--- src/rtl/vga_timing_gen.sv ---
// vga_timing_gen: parametrised raster timing generator with sync, blanking, strobes and frame counter
module vga_timing_gen #(
    parameter int H_DISPLAY = 640,
    parameter int H_FRONT   = 16,
    parameter int H_SYNC    = 96,
    parameter int H_BACK    = 48,
    parameter int V_DISPLAY = 480,
    parameter int V_FRONT   = 10,
    parameter int V_SYNC    = 2,
    parameter int V_BACK    = 33,
    parameter bit H_POL     = 1'b0,
    parameter bit V_POL     = 1'b0,
    parameter int X_W       = 10,
    parameter int Y_W       = 10,
    parameter int FRAME_W   = 8
) (
    input  logic               clk,
    input  logic               rst_n,
    input  logic               ce,
    input  logic               sync_restart,
    output logic [X_W-1:0]     x,
    output logic [Y_W-1:0]     y,
    output logic               hsync,
    output logic               vsync,
    output logic               active,
    output logic               line_start,
    output logic               frame_start,
    output logic [FRAME_W-1:0] frame_cnt
);
    localparam int H_TOTAL = H_DISPLAY + H_FRONT + H_SYNC + H_BACK;
    localparam int V_TOTAL = V_DISPLAY + V_FRONT + V_SYNC + V_BACK;
    localparam logic [X_W-1:0] X_LAST = X_W'(H_TOTAL - 1);
    localparam logic [Y_W-1:0] Y_LAST = Y_W'(V_TOTAL - 1);
    localparam logic [X_W:0] H_ACT = (X_W+1)'(H_DISPLAY);
    localparam logic [X_W:0] HS_BEG = (X_W+1)'(H_DISPLAY + H_FRONT);
    localparam logic [X_W:0] HS_END = (X_W+1)'(H_DISPLAY + H_FRONT + H_SYNC);
    localparam logic [Y_W:0] V_ACT = (Y_W+1)'(V_DISPLAY);
    localparam logic [Y_W:0] VS_BEG = (Y_W+1)'(V_DISPLAY + V_FRONT);
    localparam logic [Y_W:0] VS_END = (Y_W+1)'(V_DISPLAY + V_FRONT + V_SYNC);

    logic [X_W-1:0] x_n;
    logic [Y_W-1:0] y_n;
    logic [X_W:0]   xe;
    logic [Y_W:0]   ye;
    logic           x_wrap, frame_n, hs_n, vs_n, act_n;
    logic           first;

    // Decodes are taken from the next counter values so sync/blank land on the same edge as x/y.
    always_comb begin
        x_wrap  = x == X_LAST;
        x_n     = x_wrap ? '0 : x + 1'b1;
        y_n     = x_wrap ? ((y == Y_LAST) ? '0 : y + 1'b1) : y;
        xe      = {1'b0, x_n};
        ye      = {1'b0, y_n};
        frame_n = (x_n == '0) && (y_n == '0);
        hs_n    = (xe >= HS_BEG && xe < HS_END) ? H_POL : !H_POL;
        vs_n    = (ye >= VS_BEG && ye < VS_END) ? V_POL : !V_POL;
        act_n   = (xe < H_ACT) && (ye < V_ACT);
    end

    // first suppresses the frame count on the wrap that follows reset or restart.
    always_ff @(posedge clk or negedge rst_n) begin
        if (!rst_n) begin
            x           <= X_LAST;
            y           <= Y_LAST;
            hsync       <= !H_POL;
            vsync       <= !V_POL;
            active      <= 1'b0;
            line_start  <= 1'b0;
            frame_start <= 1'b0;
            frame_cnt   <= '0;
            first       <= 1'b1;
        end else if (sync_restart) begin
            x           <= X_LAST;
            y           <= Y_LAST;
            hsync       <= !H_POL;
            vsync       <= !V_POL;
            active      <= 1'b0;
            line_start  <= 1'b0;
            frame_start <= 1'b0;
            first       <= 1'b1;
        end else if (ce) begin
            x           <= x_n;
            y           <= y_n;
            hsync       <= hs_n;
            vsync       <= vs_n;
            active      <= act_n;
            line_start  <= x_n == '0;
            frame_start <= frame_n;
            if (frame_n) begin
                first <= 1'b0;
                if (!first) frame_cnt <= frame_cnt + 1'b1;
            end
        end else begin
            line_start  <= 1'b0;
            frame_start <= 1'b0;
        end
    end
endmodule

--- config.mk ---
export PLATFORM = sky130hd
export DESIGN_NAME = vga_timing_gen
export DESIGN_NICKNAME = d
export VERILOG_FILES = /design/src/rtl/vga_timing_gen.sv
export SDC_FILE = /design/constraint.sdc
export NUM_CORES = 1
export LEC_CHECK = 0
export CAP_MARGIN = 20
export CORE_MARGIN = 3
export CORE_UTILIZATION = 35
export CTS_CLUSTER_SIZE = 40
export DETAILED_ROUTE_END_ITERATION = 8
export PLACE_DENSITY_LB_ADDON = 0.1
export SLEW_MARGIN = 25
export SYNTH_ARGS = -nofsm -noshare
export SYNTH_HDL_FRONTEND = slang
export SYNTH_SLANG_ARGS = --single-unit
--- constraint.sdc ---
create_clock -name clk -period 6.9 [get_ports clk]
set_input_delay 1.725 -clock clk [delete_from_list [all_inputs] [get_ports clk]]
set_output_delay 1.725 -clock clk [all_outputs]
set_load 0.01 [all_outputs]
==> flow_metrics.env <==
export IMPL_min_delay_start="frame_cnt[7]"
export IMPL_p_per_area_nw_per_um2=215.2
export IMPL_top_layer="met4"
export IMPL_synthDistinctLibCells=54
export IMPL_drive_above_1_share_pct=14.39
export IMPL_critical_path_buf_inv_count=2
export IMPL_slew_headroom_pct=43.07
export IMPL_fin_util_pct=43.68
export IMPL_clockRootBuffer="clkbuf_8"
export IMPL_finalSetupViolCount=0
export IMPL_met3_length_um=270
export IMPL_yosys_warnings=0
export IMPL_nNetsFinal=293
export IMPL_r2r_end="frame_cnt[1]"
export IMPL_critical_path_slowest_cell="clkdlybuf4s50_1"
export IMPL_met1_length_mm=2.905
export IMPL_hold_path_class="reg -> reg"
export IMPL_drc_errors=0
export IMPL_drt_pass1_iterations=4
export IMPL_worstSetupStartpointType="input pin"
export IMPL_rrSetupSlack_ns=3.59
export IMPL_tns_ns=0
export IMPL_synth_edff_count=0
export IMPL_ios=37
export IMPL_met2_length_mm=2.614
export IMPL_critPathKind="in -> reg"
export IMPL_post_synth_top_area_cell="dfrtp_1"
export IMPL_cts_tree="built"
export IMPL_hold_viol=0
export IMPL_num_vias=1989
export IMPL_async_flop_share_pct=100.0
export IMPL_synth_seq_cells=34
export IMPL_ir_drop_mv=0.07919
export IMPL_grt_first_pass_wirelength_mm=9.887
export IMPL_diodes=0
export IMPL_min_period_over_period_pct=64.57
export IMPL_cts_sinks=34
export IMPL_die_area_um2=7748
export IMPL_route_antenna_remaining_nets=0
export IMPL_seq_area_frac_synth_pct=36.82
export IMPL_clk_latency_ns=0.29
export IMPL_final_area_um2=2805
export IMPL_rsz0062_at_grt="false"
export IMPL_cpLargestDelayFamily="buffers and inverters"
export IMPL_wl_per_cell_um=16.14
export IMPL_avgSynthCellArea_um2=8.988
export IMPL_min_period_ns=4.455
export IMPL_rr_startpoint="x[0]"
export IMPL_cellLeakagePower_nw=1.134
export IMPL_drt_initial_drc_count=153
export IMPL_holdPathEnd="frame_cnt[7]"
export IMPL_hold_depth=1
export IMPL_initial_core_util_pct=36.66
export IMPL_drt_total_wl_mm=5.843
export IMPL_status="completed"
export IMPL_core_area_um2=6422
export IMPL_maxSlewViolCount=0
export IMPL_antenna_found_initial=0
export IMPL_crit_path_end_kind="flip-flop"
export IMPL_synthToLayoutAreaGrowth_pct=19.13
export IMPL_max_stage_delay_ns=1.03
export IMPL_synth_top_area_share_pct=22.32
export IMPL_die_h_um=88.03
export IMPL_syn_inst=262
export IMPL_dieWidth_um=88.03
export IMPL_numPortBuffers=36
export IMPL_grt_pass1_vias=1942
export IMPL_cts_inserted_buffers=5
export IMPL_ctsHoldBuffers=0
export IMPL_tightest_slew_ns=0.8513
export IMPL_grt_usage_pct=16.18
export IMPL_viasPerCell=5.494
export IMPL_globalplace_congestion=0.7912
export IMPL_row_count=29
export IMPL_fin_worst_skew_ns=0.008662
export IMPL_synth_fp_nets=271
export IMPL_drv_cap=0
export IMPL_gr_total_overflow=0
export IMPL_clk_pin_slew_ns=0.08
export IMPL_synth_area_leaders="dfrtp_1 22%, dfstp_2 15%, xor2_1 4.8%"
export IMPL_fmax_mhz=224.4
export IMPL_grt_max_degree=35
export IMPL_place_hpwl_mm=4.070
export IMPL_cts_resized=0
export IMPL_place_area_um2=2668
export IMPL_htreeDepth=2
export IMPL_arrival_ns=4.64
export IMPL_cts_buffer_depth=2
export IMPL_worstPathRequired_ns=7.08
export IMPL_syn_area_um2=2355
export IMPL_cp_cell_sequence="clkdlybuf4s50_1 -> inv_1 -> nor2_1 -> a32oi_1 -> or4_1 -> nor2_4 -> mux2_1"
export IMPL_post_cts_buffers=0
export IMPL_synthFlopType="dfrtp_1"
export IMPL_nFillCells=648
export IMPL_crit_fanout=22
export IMPL_worst_r2r_path_depth=8
export IMPL_worst_hold_slack_ns=0.4708
metrics by stage:
step	power, W	instances	setup WS (ns)
5_1_grt	0.0006378	362	2.285
3_3_place_gp	0.0003785	354	2.285
6_report	0.0006036	362	2.445
2_1_floorplan	0.0003431	262	3.738
3_5_place_dp	0.0003778	354	2.154
4_1_cts	0.0006084	362	2.480
report_power, final:
part | internal [W] | switching (W)
clock network | 0.000145 | 0.0000825
registers | 0.000212 | 0.0000189
logic | 0.0000606 | 0.0000841
total | 0.000418 | 0.000186
layout make-up:
cell class | count | area (um^2) | area share [%]
inverter | 9 | 33.78 | 1.204
tap | 77 | 96.34 | 3.434
sequential | 34 | 867.1 | 30.91
clock inverter | 3 | 68.82 | 2.453
multi-input combinational | 197 | 1303 | 46.43
clock buffer | 5 | 68.82 | 2.453
timing repair buffer | 37 | 367.9 | 13.11
Yosys cell counts (all sizes together) (9+ instances only):
cell and n:
nor3 13, nand3 20, xor2 13, dfstp 13
and3 11, inv 9, nor2 26, clkbuf 11
dfrtp 21, a21oi 12, o21ai 12, nand2 19
buf 11
routing by layer:
layer / up-vias / GRT usage, %
li1: 984 / -
met3: 7 / 3.575
met4: 0 / 4.396
met1: 954 / 23.36
met5: - / 0
met2: 44 / 24.38
cell usage in the layout, fill, tap and decap left out, types with 2 or more instances in the layout:
| cell type | Yosys | layout |
|---|---|---|
| clkdlybuf4s50_1 | 0 | 36 |
| nor2_1 | 25 | 25 |
| dfrtp_1 | 21 | 21 |
| nand3_1 | 20 | 20 |
| nand2_1 | 19 | 19 |
| xor2_1 | 13 | 13 |
| dfstp_2 | 13 | 13 |
| a21oi_1 | 12 | 12 |
| o21ai_0 | 11 | 11 |
| inv_1 | 9 | 9 |
| xnor2_1 | 8 | 8 |
| and3_1 | 8 | 8 |
| nor3_1 | 7 | 7 |
| nor3_2 | 6 | 6 |
| or4_1 | 5 | 5 |
| a211oi_1 | 5 | 5 |
| o211ai_1 | 5 | 5 |
| ha_1 | 5 | 5 |
| clkbuf_8 | 0 | 5 |
| a31oi_1 | 4 | 4 |
| nand4_1 | 3 | 3 |
| o31ai_1 | 3 | 3 |
| o31a_1 | 3 | 3 |
| or3_1 | 3 | 3 |
| and3b_1 | 2 | 2 |
| mux2i_1 | 2 | 2 |
| and3_2 | 2 | 2 |
| a21o_1 | 2 | 2 |
| bufinv_16 | 0 | 2 |
kinds of logic after synthesis:
| logic type | share of synthesized area, % |
|---|---|
| simple gates | 26.73 |
| compound gates | 16.79 |
| flops | 36.82 |
| buf+inv | 7.864 |
| xor+xnor | 7.811 |
| fa+ha+maj | 2.657 |
| mux | 1.328 |
worst max path at each step:
stage / startpoint / cells after the start / to
2_1_floorplan: ce / 7 / frame_cnt[1]
3_3_place_gp: ce / 7 / frame_cnt[1]
3_5_place_dp: ce / 7 / frame_cnt[1]
4_1_cts: ce / 7 / frame_cnt[1]
5_1_grt: ce / 7 / frame_cnt[1]
6_report: ce / 7 / frame_cnt[1]
worst register-to-register path: cells and delay by family (launching register included):
family | cells | cell delay, ns
multiplexers | 1 | 0.32
AND/OR/NAND/NOR | 5 | 1.88
flip-flops | 1 | 0.63
adder cells (fa/ha/maj) | 1 | 0.29
AO/OA/AOI/OAI | 1 | 0.07
state kept, by name (all words and copies together) (netlist names):
name         cells
active           1
first            1
frame_cnt        8
frame_start      1
hsync            1
line_start       1
vsync            1
x               10
y               10
Power figures use the tool's default switching activity.
